### src/rtl/hazard_scoreboard.sv
// Consumer-side hazard unit for the 5-stage MIPS pipeline: tracks E/M/W writer
// records, produces D-stage stall and forward selects, and owns the mult/div busy timer.
module hazard_scoreboard #(
  parameter int unsigned MULT_CYCLES = 5,
  parameter int unsigned DIV_CYCLES  = 10
) (
  input  logic       clk,
  input  logic       reset,
  input  logic [4:0] d_rs,
  input  logic [4:0] d_rt,
  input  logic [1:0] d_tuse_rs,
  input  logic [1:0] d_tuse_rt,
  input  logic [4:0] d_dst,
  input  logic [1:0] d_tnew,
  input  logic       d_uses_md,
  input  logic       e_md_start,
  input  logic       e_md_div,
  input  logic       flush,
  output logic       stall,
  output logic [1:0] fwd_rs,
  output logic [1:0] fwd_rt,
  output logic       md_busy
);

  typedef struct packed {
    logic [4:0] dst;
    logic [1:0] tnew;
  } rec_t;

  localparam logic [3:0] MULT_LD = 4'(MULT_CYCLES);
  localparam logic [3:0] DIV_LD  = 4'(DIV_CYCLES);
  localparam logic [1:0] TUSE_NONE = 2'd3;

  rec_t       e_q, m_q, w_q;
  rec_t       e_d, m_d, w_d;
  logic [3:0] md_cnt_q, md_cnt_d;
  logic       data_stall, md_busy_raw, stall_raw;

  function automatic logic [1:0] dec_sat(input logic [1:0] t);
    return (t == 2'd0) ? 2'd0 : t - 2'd1;
  endfunction

  function automatic logic hit(input rec_t r, input logic [4:0] s, input logic [1:0] tuse);
    return (r.dst == s) && (s != 5'd0) && (tuse != TUSE_NONE);
  endfunction

  function automatic logic src_stall(input logic [4:0] s, input logic [1:0] tuse);
    return (hit(e_q, s, tuse) && (e_q.tnew > tuse)) ||
           (hit(m_q, s, tuse) && (m_q.tnew > tuse));
  endfunction

  // The newest matching record decides; a not-yet-ready newest match must
  // never fall through to an older, stale copy of the same register.
  function automatic logic [1:0] src_fwd(input logic [4:0] s, input logic [1:0] tuse);
    if (hit(e_q, s, tuse)) return (e_q.tnew == 2'd0) ? 2'd1 : 2'd0;
    if (hit(m_q, s, tuse)) return (m_q.tnew == 2'd0) ? 2'd2 : 2'd0;
    if (hit(w_q, s, tuse)) return (w_q.tnew == 2'd0) ? 2'd3 : 2'd0;
    return 2'd0;
  endfunction

  always_comb begin
    // NOTE: every always_comb output gets a default first so no path can infer a latch.
    data_stall  = 1'b0;
    md_busy_raw = 1'b0;
    stall_raw   = 1'b0;
    stall       = 1'b0;
    fwd_rs      = 2'd0;
    fwd_rt      = 2'd0;
    md_busy     = 1'b0;

    data_stall  = src_stall(d_rs, d_tuse_rs) || src_stall(d_rt, d_tuse_rt);
    md_busy_raw = e_md_start || (md_cnt_q != 4'd0);
    stall_raw   = data_stall || (d_uses_md && md_busy_raw);

    // Outputs read as idle the instant reset asserts, whatever the inputs do.
    if (reset) begin
      stall   = stall_raw;
      fwd_rs  = src_fwd(d_rs, d_tuse_rs);
      fwd_rt  = src_fwd(d_rt, d_tuse_rt);
      md_busy = md_busy_raw;
    end
  end

  always_comb begin
    e_d = stall_raw ? '0 : rec_t'{dst: d_dst, tnew: d_tnew};
    m_d = rec_t'{dst: e_q.dst, tnew: dec_sat(e_q.tnew)};
    w_d = rec_t'{dst: m_q.dst, tnew: 2'd0};
    if (flush) begin
      e_d = '0;
      m_d = '0;
      w_d = '0;
    end

    // The mult/div timer ignores flush and stall: a started operation completes.
    if (e_md_start)              md_cnt_d = e_md_div ? DIV_LD : MULT_LD;
    else if (md_cnt_q != 4'd0)   md_cnt_d = md_cnt_q - 4'd1;
    else                         md_cnt_d = md_cnt_q;
  end

  // NOTE: sequential state uses non-blocking assignments so all records update together.
  always_ff @(posedge clk or negedge reset) begin
    if (!reset) begin
      e_q      <= '0;
      m_q      <= '0;
      w_q      <= '0;
      md_cnt_q <= 4'd0;
    end else begin
      e_q      <= e_d;
      m_q      <= m_d;
      w_q      <= w_d;
      md_cnt_q <= md_cnt_d;
    end
  end

endmodule

### config.mk
export PLATFORM = sky130hd
export DESIGN_NAME = hazard_scoreboard
export DESIGN_NICKNAME = d
export VERILOG_FILES = /design/src/rtl/hazard_scoreboard.sv
export SDC_FILE = /design/constraint.sdc
export NUM_CORES = 1
export LEC_CHECK = 0
export CORE_MARGIN = 2
export CORE_UTILIZATION = 48
export DETAILED_ROUTE_END_ITERATION = 10
export DONT_BUFFER_PORTS = 1
export PLACE_DENSITY = 0.63
export SYNTH_ARGS = -nofsm -noshare
export SYNTH_HDL_FRONTEND = slang
export SYNTH_SLANG_ARGS = --single-unit
### constraint.sdc
create_clock -name clk -period 2.11 [get_ports clk]
set_input_delay 0.422 -clock clk [delete_from_list [all_inputs] [get_ports clk]]
set_output_delay 0.422 -clock clk [all_outputs]
set_load 0.1 [all_outputs]
==> impl_metrics.yaml <==
status:
  status: "finished, violations left"
  violations: "negative setup slack"
cells_and_area:
  nFillCells: 250
  final_nets: 237
  antennaDiodeCount: 0
  syn_to_final_growth_pct: 32.22
  drive_gt1_frac: 0.3015
  layout_common_cells: "dfrtp_1 (23), buf_4 (23), xor2_1 (21)"
  final_area_um2: 2085
power_and_ir_drop:
  leakagePower_nw: 0.9654
  power_density_nw_per_um2: 567.0
  ir_drop_mv: 0.5469
route:
  dr.first_iter.drc_count: 47
  vias: 1301
  wire_per_inst_um: 16.53
  drc_errors: 0
  dr.pass1.iters: 4
  drtAntennaViolNets: 0
  avgViaCountPerCell: 5.354
  wirelength_um: 4018
clock_tree:
  clk_latency_ns: 0.31
  numCtsBuffers: 3
  ctsLongestPathBuffers: 2
  clock_sinks: 23
  htree_levels: 1
  clkTransAtPathRegs_ns: 0.13
  cts_tree: "yes"
  cts_root_buffer: "clkbuf_4"
synthesis:
  synth_edf_count: 0
  synth.avg_cell_area_um2: 9.555
  synthArstFlopShare: 1.000
  ys_ff_latch: 23
  synth_area_um2: 1577
  synthesis.nets: 202
  ys_warn_count: 0
  synth_top_area_frac: 0.3651
  synth_ff_type: "dfrtp_1"
  synth_top_cell_by_area: "dfrtp_1"
  syn_inst: 165
  synth.distinct_cells: 34
  ys_seq_area_frac: 0.3651
  yosys-top-cells-area: "dfrtp_1 (37%), xor2_1 (12%), ha_1 (7.9%)"
global_routing:
  grt_pass1_vias: 1359
  grt_overflow: 0
  grt_usage: 0.2334
  grt_pass1_wl_um: 6272
  grt_max_degree: 24
  antenna_found_initial: 0
sta:
  slew_headroom: 0.3160
  slew_viol_final: 0
  finalHoldViolations: 0
  min_period_over_period: 1.177
  setup_violations: 6
  fin_skew_ns: 0.004803
  grt_setup_unrepaired: "yes"
  tightest_slew_ns: 1.023
  fmax_mhz: 402.7
  fin_ws_ns: -0.3729
  min_period_ns: 2.483
worst_setup_path:
  end_kind: "primary output"
  worst_ep_arrival_time_ns: 2.06
  path_cells: "ha_1 -> nor2b_1 -> a2bb2oi_2 -> nand4_4 -> o311ai_4 -> o21a_4 -> buf_12"
  start_kind: "register"
  critical_path.max_stage_delay_ns: 0.43
  crit_fanout: 3
  cp_data_required_time_ns: 1.69
  cp_slowest_cell: "dfrtp_1"
  crit_type: "reg2out"
place:
  pre_cts_ws_ns: -0.09277
  dp_hpwl_um: 3022
  place_congestion: 0.8568
  portBuffers: 0
  dpl_cell_area_um2: 1922
floorplanning:
  die_x_um: 61.31
  dieHeight_um: 61.31
  initial_core_util: 0.5122
  core_area_um2: 3078
  die_area_um2: 3759
  fp-row-count: 20
  pin_count: 33
flow_run:
  maxCapViolCount: 0
worst_hold_path:
  hold_class: "in2reg"
[worst paths after layout]
| check | from | to | slack (ns) | cells after the start |
|---|---|---|---|---|
| setup / recovery | e_q[1]$_DFF_PN0_ | stall | -0.37 | 7 |
| hold / removal | flush | m_q[5]$_DFF_PN0_ | 0.15 | 1 |
| setup reg to reg | md_cnt_q[1]$_DFFE_PN0N_ | e_q[4]$_DFF_PN0_ | 0.32 | 7 |
| hold reg to reg | m_q[2]$_DFF_PN0_ | w_q[2]$_DFF_PN0_ | 0.58 | 1 |
| max in group asynchronous | reset | m_q[2]$_DFF_PN0_ | 0.77 | 1 |
| min in group asynchronous | reset | e_q[3]$_DFF_PN0_ | 0.72 | 1 |
[critical path, delay by kind of cell (launching register included)]
| kind | cells | cell delay [ns] |
|---|---|---|
| buffers and inverters | 1 | 0.16 |
| AO/OA/AOI/OAI | 3 | 0.50 |
| adder cells (fa/ha/maj) | 1 | 0.33 |
| AND/OR/NAND/NOR | 2 | 0.31 |
| flip-flops | 1 | 0.43 |
[cells by family (layout without fill, tap and decap cells)]
| group | Yosys count | in the layout | synth area share |
|---|---|---|---|
| AOI/OAI and AO/OA | 20 | 20 | 0.09524 |
| xor gates and xnor gates | 32 | 32 | 0.1778 |
| adders and majority gates | 10 | 10 | 0.07937 |
| buffers and inverters | 18 | 52 | 0.04762 |
| DFF | 23 | 23 | 0.3651 |
| muxes | 1 | 1 | 0.006349 |
| and+or+nand+nor | 61 | 61 | 0.2286 |
[cell usage after synthesis (2+ instances only)]
master and number:
nand2_1 10, inv_1 16, or3_1 2, nor2_1 5, xor2_1 21, nand4_1 3
xnor2_1 11, o21ai_0 5, o21a_1 2, dfrtp_1 23, and3_1 2, a21oi_1 6
ha_1 10, nand3_1 4, nor3_1 13, nor2b_1 14
[metal layers]
| metal | part of all wire | global-route usage | vias up | routed length [um] |
|---|---|---|---|---|
| met5 | 0 | 0 | - | 0 |
| met4 | 0.012 | 0.08385 | 0 | 49 |
| met3 | 0.047 | 0.03151 | 4 | 187 |
| met2 | 0.52 | 0.4043 | 39 | 2080 |
| met1 | 0.42 | 0.2977 | 628 | 1700 |
| li1 | - | - | 630 | - |
[flip-flops by register name, indices dropped and copies added (netlist names)]
name / cells
m_q: 7
e_q: 7
md_cnt_q: 4
w_q: 5
[per-stage QoR]
stage                     hold WS, ns  utilization  instances  setup TNS (ns)  total power, mW
after floorplan                0.1264            -        165         -0.9049           0.7797
after global placement         0.1269       0.6244        230         -0.1314           0.9035
after detailed placement       0.1269       0.6244        230         -0.1922           0.9227
after CTS                      0.1429       0.6561        239          -1.712            1.156
after global routing           0.1254       0.6772        243          -2.197            1.262
final                          0.1537       0.6772        243          -1.673            1.182
[cell type report]
type	count	area (um^2)	area share
Sequential cell	23	575.6	0.2761
Multi-Input combinational cell	124	1041	0.4994
Timing Repair Buffer	32	325.3	0.1561
Clock buffer	3	22.52	0.01080
Inverter	16	60.06	0.02881
Tap cell	44	55.05	0.02641
Clock inverter	1	5.005	0.002401
[report_power, final]
group | internal [mW] | total, mW | switching [mW]
logic | 0.232 | 0.445 | 0.213
clock network | 0.0708 | 0.207 | 0.136
registers | 0.487 | 0.531 | 0.0433
total | 0.790 | 1.18 | 0.392
[timing repair]
item | CTS | global route
hold buffers | 1 | 0
endpoints found under the hold margin | 23 | 0
pin swaps | 9 | 7
endpoints found under the setup margin | 6 | 6
setup buffers | 4 | 5
gates resized for setup | 11 | 8
Power figures use the tool's default switching activity.
